File: src/rtl/ir_sensor_conditioner.sv
// Conditions four active-low IR obstacle sensors: 2-flop sync, per-channel debounce, fall pulses, serialised trigger stream.
// Optional stuck-sensor detection is built when IR_STUCK_DETECT_EN is defined; otherwise stuck is tied low.
module ir_sensor_conditioner #(
  parameter int unsigned DEBOUNCE_CYCLES = 4,
  parameter int unsigned STUCK_CYCLES    = 1000
) (
  input  logic       clk,
  input  logic       rst,
  input  logic [3:0] ir_raw,
  output logic [3:0] ir_clean,
  output logic [3:0] ir_fall,
  output logic       trig_valid,
  output logic [1:0] trig_id,
  output logic       trig_ovf,
  output logic [3:0] stuck
);

  localparam int DB_W = 16;

  logic [3:0]      r_s1;
  logic [3:0]      r_s2;
  logic [3:0]      r_clean;
  logic [3:0]      r_fall;
  logic [3:0]      r_pend;
  logic            r_tv;
  logic [1:0]      r_id;
  logic            r_ovf;
  logic [DB_W-1:0] r_db_cnt [4];

  logic [3:0]      w_clean_nxt;
  logic [DB_W-1:0] w_db_cnt_nxt [4];
  logic [3:0]      w_clr;
  logic [1:0]      w_id;
  logic [3:0]      w_pend_nxt;
  logic            w_ovf_hit;

  // NOTE: every variable gets a default before any branch so no latch is inferred.
  always_comb begin
    for (int i = 0; i < 4; i++) begin
      w_clean_nxt[i]  = r_clean[i];
      w_db_cnt_nxt[i] = '0;
      if (r_s2[i] != r_clean[i]) begin
        if (r_db_cnt[i] == DB_W'(DEBOUNCE_CYCLES - 1))
          w_clean_nxt[i] = ~r_clean[i];
        else
          w_db_cnt_nxt[i] = r_db_cnt[i] + DB_W'(1);
      end
    end
  end

  // Lowest pending channel wins; a fall landing on the bit being cleared keeps it pending.
  always_comb begin
    w_id = 2'd0;
    for (int i = 3; i >= 0; i--) begin
      if (r_pend[i]) w_id = 2'(i);
    end
    w_clr      = r_pend & (~r_pend + 4'd1);
    w_pend_nxt = (r_pend & ~w_clr) | r_fall;
    w_ovf_hit  = |(r_fall & r_pend & ~w_clr);
  end

  // NOTE: sequential state uses non-blocking assignments so all flops update from pre-edge values.
  always_ff @(posedge clk) begin
    if (rst) begin
      r_s1    <= 4'hF;
      r_s2    <= 4'hF;
      r_clean <= 4'hF;
      r_fall  <= 4'h0;
      r_pend  <= 4'h0;
      r_tv    <= 1'b0;
      r_id    <= 2'd0;
      r_ovf   <= 1'b0;
      // NOTE: the four debounce counters are small state, not RAM, so they are reset with everything else.
      for (int i = 0; i < 4; i++) r_db_cnt[i] <= '0;
    end else begin
      r_s1    <= ir_raw;
      r_s2    <= r_s1;
      r_clean <= w_clean_nxt;
      r_fall  <= r_clean & ~w_clean_nxt;
      r_pend  <= w_pend_nxt;
      r_tv    <= |r_pend;
      if (|r_pend) r_id <= w_id;
      if (w_ovf_hit) r_ovf <= 1'b1;
      for (int i = 0; i < 4; i++) r_db_cnt[i] <= w_db_cnt_nxt[i];
    end
  end

  assign ir_clean   = r_clean;
  assign ir_fall    = r_fall;
  assign trig_valid = r_tv;
  assign trig_id    = r_id;
  assign trig_ovf   = r_ovf;

`ifdef IR_STUCK_DETECT_EN
  localparam int ST_W = 24;

  logic [ST_W-1:0] r_st_cnt [4];
  logic [3:0]      r_stuck;

  // Count cycles spent at 0; the count and flag drop on the edge the level returns to 1.
  always_ff @(posedge clk) begin
    if (rst) begin
      r_stuck <= 4'h0;
      for (int i = 0; i < 4; i++) r_st_cnt[i] <= '0;
    end else begin
      for (int i = 0; i < 4; i++) begin
        if (w_clean_nxt[i]) begin
          r_st_cnt[i] <= '0;
          r_stuck[i]  <= 1'b0;
        end else if (!r_clean[i] && (r_st_cnt[i] != ST_W'(STUCK_CYCLES))) begin
          r_st_cnt[i] <= r_st_cnt[i] + ST_W'(1);
          if (r_st_cnt[i] + ST_W'(1) == ST_W'(STUCK_CYCLES)) r_stuck[i] <= 1'b1;
        end
      end
    end
  end

  assign stuck = r_stuck;
`else
  assign stuck = 4'b0000;
`endif

endmodule

File: config.mk
export PLATFORM = sky130hd
export DESIGN_NAME = ir_sensor_conditioner
export DESIGN_NICKNAME = d
export VERILOG_FILES = /design/src/rtl/ir_sensor_conditioner.sv
export SDC_FILE = /design/constraint.sdc
export NUM_CORES = 1
export LEC_CHECK = 0
export ABC_AREA = 1
export BUFFER_PORTS_ARGS = -buffer_cell sky130_fd_sc_hd__buf_2
export CAP_MARGIN = 20
export CORE_MARGIN = 10
export CORE_UTILIZATION = 46
export CTS_BUF_LIST = sky130_fd_sc_hd__clkbuf_2
export DETAILED_ROUTE_END_ITERATION = 8
export SYNTH_ARGS = -nofsm -noshare
export SYNTH_HDL_FRONTEND = slang
export SYNTH_SLANG_ARGS = --single-unit
File: constraint.sdc
create_clock -name clk -period 2.8 [get_ports clk]
set_clock_uncertainty 0.1 [all_clocks]
set_input_delay 0.42 -clock clk [delete_from_list [all_inputs] [get_ports clk]]
set_output_delay 0.42 -clock clk [all_outputs]
set_load 0.03 [all_outputs]
==> metrics, run 1 <==
Num CTS Buffers=9; Routed WL=9450 µm; Final ANT Viol Nets=0; Hold/Removal Path Class=in2reg; deepest clock path buffer count=2; first-pass GRT wire length=16700 µm; worst slack, placed=959 ps; MaxCap Viol Count=0; worst vdd ir=0.356 mV; vias in the first global route=3844; Critical Path Fanout Max=5; Worst path max stage delay=500 ps; root buffer selected by CTS=clkbuf_2; chip height=118 µm; clock slew seen by the registers of the worst setup and hold paths=220 ps; Antenna Cells=0; Final min period=1760 ps; synthesized area per cell=6.54 µm²; floorplan row count=35; Leakage=1.95 nW; startpoint types=register; Final Hold Viols=0; clock latency on the worst-skew pair=520 ps; Seq cells post-synth=88; Vias/cell=4.83; status=finished clean; Die Footprint=14000 µm²; crit path kind=reg2out; crit share post-route=63.0%; CTS tree=done; CP arrival=1240 ps; Avg WL per Cell=11.3 µm; num ports=22; Filler cells=963; Vias=4034; Worst Setup End Kind=output port; Final WS setup=1040 ps; total grt overflow=0; Highest Clock Rate=567 MHz; max-slew violations=0; Die Wd=118 µm; sequential cell area fraction in the yosys report=39.6%; initial antenna violation count=0; setup violators final=0; dpl hpwl=7190 µm; pin count of the biggest net entering global routing=19; critical path cell sequence=buf_2; Power Density=423 nW/µm²; Max-slew headroom=63.3%; YS warnings=0; DRC=0; GRT Total Usage=13.7%; Core Area=9330 µm²; CTS sink count=88; CTS resizes=0; PortBufs=17; CP top delay family=flip-flops; Slew @ Worst Pin=550 ps; Initial Utilization=47.6%; Setup Total Neg Slack=0 ps; layout net count=713; Worst EP required=2280 ps; buffers and inverters on the worst path=1; leading cell type in the layout, fill and taps excluded=nand2_1; global placement routability congestion=0.835; Post-Syn Area=4440 µm²; depth of the CTS H-tree=3; drt pass-1 iters=4; Syn-to-layout area delta=7.18%; most frequent cells in the layout=172 x nand2_1, 123 x nor2_1, 104 x inv_1; CP max-delay cell=dfxtp_1; hold_buf cts=4; RSZ-0062 raised after global routing=false; share of layout cells above drive strength 1=8.63%; DRT iter0 DRCs=376; cell count after synthesis=680; postcts setup bufs=0; Yosys cell types=22
cells by family after synthesis:
logic type | count (synthesis) | synth area share, %
buf+inv | 117 | 11.1
flops | 88 | 39.6
compound gates | 60 | 8.02
other cells | 1 | 0.0844
simple gates | 398 | 37.6
xor+xnor | 12 | 2.36
fa+ha+maj | 4 | 1.13
stage by stage:
stage | hold WS (ps) | power, mW | util [%] | cells | cell area [µm²]
2_1_floorplan | 289 | 1.33 | - | 683 | 4460
3_3_place_gp | 298 | 1.33 | 49.3 | 817 | 4600
3_5_place_dp | 293 | 1.33 | 49.3 | 817 | 4600
4_1_cts | 109 | 2.04 | 51.1 | 836 | 4760
5_1_grt | 132 | 2.10 | 51.1 | 836 | 4760
6_report | 159 | 2.02 | 51.1 | 836 | 4760
synth_stat cells:
library cell,instances,share of area (%)
a21oi_1,36,4.1
a21oi_2,13,2.6
buf_4,7,1.2
buf_6,4,1.0
clkbuf_1,1,0.084
conb_1,1,0.084
dfxtp_1,88,40
ha_1,4,1.1
inv_1,104,8.8
inv_2,1,0.084
nand2_1,172,15
nand2_2,2,0.28
nand3_1,62,7.0
nand4_1,24,3.4
nor2_1,123,10
nor2_2,2,0.28
nor3_1,2,0.23
o21ai_0,9,1.0
o21ai_2,2,0.39
or2_2,11,1.5
xnor2_1,1,0.20
xor2_1,11,2.2
layer usage:
metal,share of wire (%),global-route usage (%),vias up
met4,1.1,5.18,0
met5,0,0,-
li1,-,-,2160
met1,51,18.0,1792
met3,3.9,2.52,10
met2,44,21.9,72
worst paths after layout:
path                                      from             end  slack, ps  depth (start not counted)
worst max-delay path               ir_clean[1]     ir_clean[1]       1040                          1
worst min register to register         r_s1[2]         r_s2[2]        330                          1
worst min-delay path                       rst       r_pend[3]        160                          2
worst max register to register  r_db_cnt[1][0]  r_db_cnt[1][9]       1130                          6
flip-flops by register name, summed over array words and instances, names as in the netlist:
signal / cells
ir_clean: 4
ir_fall: 4
r_db_cnt: 64
r_pend: 4
r_s1: 4
r_s2: 4
trig_id: 2
trig_ovf: 1
trig_valid: 1
power by group:
group | internal, mW | switching [mW]
combinational | 0.0133 | 0.0268
sequential | 1.26 | 0.00527
clock | 0.288 | 0.420
total | 1.56 | 0.452
layout make-up:
class / count / area [µm²] / area share (%)
repair buffers: 21 / 125 / 2.63
flip-flops and latches: 88 / 1760 / 37.0
inverters: 105 / 394 / 8.27
well taps: 129 / 161 / 3.39
clock buffers: 10 / 50.0 / 1.05
multi-input cells: 478 / 2200 / 46.2
clock inverters: 5 / 72.6 / 1.52
Note: power is estimated with default switching activity, not from simulation.
==> run 2: changes to the inputs <==
==> constraint.sdc (replaced) <==
create_clock -name clk -period 1.7 [get_ports clk]
set_clock_uncertainty 0.1 [all_clocks]
set_input_delay 0.255 -clock clk [delete_from_list [all_inputs] [get_ports clk]]
set_output_delay 0.255 -clock clk [all_outputs]
set_load 0.03 [all_outputs]
==> run 2 against run 1 <==
  * Non-clock buffer count up 7
  * Critical path depth is the same
  * Die area unchanged
  * Register-to-register slack worse by 950 ps
  * Cell count is 0.96% higher
  * Power is 67% higher
  * Clock-buffer cell count is 1 higher
  * Largest power group unchanged
==> metrics, run 2 (same netlist as run 1, synthesis figures left out) <==
share of layout cells above drive strength 1=9.93%; Worst path max stage delay=470 ps; Worst EP required=1340 ps; CP startpoint=ir_clean[2]; Sequential Power Share=62.0%; Avg WL per Cell=11.0 µm; pin count of the biggest net entering global routing=18; Die Wd=118 µm; leading cell type in the layout, fill and taps excluded=nand2_1; crit share post-route=91.5%; total grt overflow=0; startpoint types=register; most frequent cells in the layout=172 x nand2_1, 123 x nor2_1, 104 x inv_1; dpl hpwl=7090 µm; worst hold path startpoint=r_s1[0]; CP Depth=1; setup violators final=0; worst vdd ir=0.316 mV; Die Footprint=14000 µm²; Initial Utilization=47.6%; Worst Hold End=r_s2[0]; CP top delay family=flip-flops; Leakage=2.00 nW; global placement routability congestion=0.905; Final Hold Viols=0; PortBufs=17; Final min period=1560 ps; GRT Total Usage=13.4%; floorplan row count=35; RSZ-0062 raised after global routing=false; R2R Path End=r_db_cnt[1][6]; max reg flops=64; vias in the first global route=3738; buffers and inverters on the worst path=1; FF-to-FF setup slack=180 ps; Critical Path Fanout Max=4; Worst Setup End Kind=output port; Highest Clock Rate=643 MHz; Final ANT Viol Nets=0; r2r startpoint=r_db_cnt[1][0]; root buffer selected by CTS=clkbuf_2; layout net count=720; CP max-delay cell=dfxtp_1; Filler cells=978; CP arrival=1200 ps; clock slew seen by the registers of the worst setup and hold paths=210 ps; sw frac=22.5%; Routed WL=9310 µm; clock latency on the worst-skew pair=530 ps; first-pass GRT wire length=16500 µm; CTS sink count=88; initial antenna violation count=0; Overall Power=3.37 mW; status=finished clean; MaxCap Viol Count=0; num ports=22; max-slew violations=0; reg2reg path depth=5; Syn-to-layout area delta=9.18%; combinational share of power=2.2%; Sw Pwr=0.757 mW; Setup Total Neg Slack=0 ps; Hold/Removal Path Class=reg2reg; critical path cell sequence=buf_2; Antenna Cells=0; Reg with most FFs=r_db_cnt; Power Density=694 nW/µm²; depth of the CTS H-tree=3; Core Area=9330 µm²; drt pass-1 iters=5; DRC=0; Vias/cell=4.79; DRT iter0 DRCs=219; CTS tree=done; Vias=4040; clock power share=35.7%; Cell Int Power=2.61 mW; crit path kind=reg2out; Num CTS Buffers=9; WHS Path Cells=1; chip height=118 µm; deepest clock path buffer count=2
==> run 2: metal layers <==
| layer | track usage, % | up-vias | wire length, µm |
|---|---|---|---|
| li1 | - | 2177 | - |
| met1 | 17.9 | 1799 | 4900 |
| met2 | 21.3 | 56 | 4010 |
| met3 | 2.38 | 8 | 306 |
| met4 | 4.64 | 0 | 99 |
| met5 | 0 | - | 0 |
==> run 2: power groups by stage <==
stage          logic [mW]  registers, mW  clock network (mW)
2_1_floorplan      0.0617           2.13                   0
3_3_place_gp       0.0652           2.13                   0
3_5_place_dp       0.0665           2.13                   0
4_1_cts            0.0755           2.09                1.26
5_1_grt            0.0850           2.09                1.35
6_report           0.0757           2.09                1.20
==> run 2: worst max-delay path by stage <==
stage,endpoint,slack (ps)
after global placement,r_db_cnt[1][9],180
after detailed placement,r_db_cnt[1][1],160
after CTS,ir_clean[3],40
after global routing,ir_clean[1],3
final,ir_clean[2],140
after floorplan,r_db_cnt[0][10],320
==> run 2: repair_timing <==
item                                    in CTS  in global routing
gates resized for setup                      0                  3
endpoints found under the hold margin       17                  0
endpoints found under the setup margin       0                 14
buffers inserted                             0                  0
hold buffers                                 5                  0
==> run 2: cell type report <==
type | count | area (µm²) | share of cell area [%]
multi-input combinational | 478 | 2200 | 45.4
sequential | 88 | 1760 | 36.4
inverter | 105 | 394 | 8.12
timing repair buffer | 28 | 193 | 3.97
tap | 129 | 161 | 3.33
clock inverter | 5 | 81.3 | 1.68
clock buffer | 11 | 55.1 | 1.13
==> run 2: per-stage QoR <==
step	hold slack, ps	instances	setup slack (ps)	cell area (µm²)	utilization (%)
floorplan	259	683	320	4460	-
global placement	301	823	181	4660	49.9
detailed placement	298	823	161	4660	49.9
CTS	305	844	38.8	4840	51.9
global route	328	844	2.53	4850	52.0
finish	337	844	145	4850	52.0
==> run 3: changes to the inputs <==
--- a/config.mk
+++ b/config.mk
@@ -9,7 +9,7 @@
 export BUFFER_PORTS_ARGS = -buffer_cell sky130_fd_sc_hd__buf_2
 export CAP_MARGIN = 20
 export CORE_MARGIN = 10
-export CORE_UTILIZATION = 46
+export CORE_UTILIZATION = 30
 export CTS_BUF_LIST = sky130_fd_sc_hd__clkbuf_2
 export DETAILED_ROUTE_END_ITERATION = 8
 export SYNTH_ARGS = -nofsm -noshare
==> run 3 against run 2 <==
  * Clock power hardly changed
  * Via count is 2.5% lower
  * Utilization is 18 points lower
  * Sequential share of layout area is 0.44 points lower
  * Sequential power hardly changed
  * Setup slack worse by 29 ps
  * Register-to-register slack hardly changed
  * Critical endpoint is now ir_clean[0]
  * Design area is 1.2% higher
  * Largest power group unchanged
  * Largest cell class unchanged
  * Sequential cell count stayed put
==> metrics, run 3 (same netlist as run 1, synthesis figures left out) <==
status=finished clean; root buffer selected by CTS=clkbuf_2; startpoint types=register; Highest Clock Rate=631 MHz; clock latency on the worst-skew pair=560 ps; first-pass GRT wire length=16300 µm; global placement routability congestion=0.860; GRT Total Usage=9.69%; initial antenna violation count=1; Reg area=1760 µm²; layout net count=720; CP arrival=1230 ps; Routed WL=9410 µm; depth of the CTS H-tree=3; postcts setup bufs=0; DRC=0; CTS sink count=88; pin count of the biggest net entering global routing=18; chip height=142 µm; CP max-delay cell=dfxtp_1; r2r startpoint=r_db_cnt[1][1]; Power Density=686 nW/µm²; max-slew violations=0; CP top delay family=flip-flops; Final Hold Viols=0; clock slew seen by the registers of the worst setup and hold paths=210 ps; share of layout cells above drive strength 1=9.93%; Initial Utilization=30.6%; Avg WL per Cell=10.5 µm; Hold Slack=336 ps; Die Footprint=20100 µm²; MaxCap Viol Count=0; setup violators final=0; vias in the first global route=3604; Worst path max stage delay=470 ps; Core Util, Final=33.8%; Syn-to-layout area delta=10.5%; Overall Power=3.37 mW; PortBufs=17; drt pass-1 iters=4; DRT iter0 DRCs=307; Vias/cell=4.38; floorplan row count=44; worst vdd ir=0.229 mV; worst hold path startpoint=r_s1[0]; Filler cells=1635; total grt overflow=0; leading cell type in the layout, fill and taps excluded=nand2_1; dpl hpwl=7120 µm; Final min period=1580 ps; area of the multi-input gates=2200 µm²; Vias=3941; critical path cell sequence=buf_2; RSZ-0062 raised after global routing=false; Final WS setup=116 ps; Num CTS Buffers=9; Leakage=2.00 nW; crit path kind=reg2out; num ports=22; CTS tree=done; Die Wd=142 µm; Setup Total Neg Slack=0 ps; Hold/Removal Path Class=reg2reg; Worst EP required=1340 ps; Core Area=14500 µm²; buffers and inverters on the worst path=1; Worst Setup End Kind=output port; crit share post-route=93.2%; max reg flops=64; worst slack, placed=181 ps; CP startpoint=ir_clean[0]; most frequent cells in the layout=172 x nand2_1, 123 x nor2_1, 104 x inv_1; deepest clock path buffer count=2; Final ANT Viol Nets=0; Reg with most FFs=r_db_cnt; Critical Path Fanout Max=5
## run 3: cell count changes in the layout (fill, tap and decap cells not counted)
| cell | previous run | this run |
|---|---|---|
| clkinv_4 | 2 | 0 |
| clkbuf_2 | 11 | 12 |
| clkinv_2 | 0 | 1 |
| diode_2 | 0 | 1 |
| nand2_2 | 1 | 2 |
| nand2_4 | 1 | 0 |
## run 3: per-layer routing
metal,vias to the layer above,GRT usage (%),share of wire [%]
met1,1675,12.7,53
met5,-,0,0
met3,17,2.14,4.3
met2,77,14.6,41
met4,0,4.84,2.3
li1,2172,-,-
## run 3: area by class of cell
type	instances	area share [%]
clock inverter	4	1.40
tap	184	4.69
inverter	105	8.03
sequential	88	35.9
antenna	1	0.0510
timing repair buffer	28	3.92
clock buffer	12	1.22
multi-input combinational	478	44.8
## run 3: path summary, 6_finish.rpt
kind	endpoint	slack, ps	cells after the start
setup / recovery	ir_clean[0]	120	1
hold / removal	r_s2[0]	340	1
setup reg to reg	r_db_cnt[1][2]	190	6
hold reg to reg	r_s2[0]	340	1
## run 3: power breakdown
part,internal [mW],total (mW),switching [mW]
clock,0.499,1.20,0.705
sequential,2.08,2.09,0.00749
combinational,0.0290,0.0770,0.0480
total,2.61,3.37,0.761
## run 3: what timing repair did
item,CTS,global route
setup endpoints to repair,0,2
resized for setup,0,2
hold endpoints to repair,20,0
hold buffers,5,0
## run 3: metrics by stage
step	instances	instance area (µm²)
finish	900	4910
CTS	899	4910
detailed placement	878	4730
global placement	878	4730
global route	900	4910
floorplan	683	4460
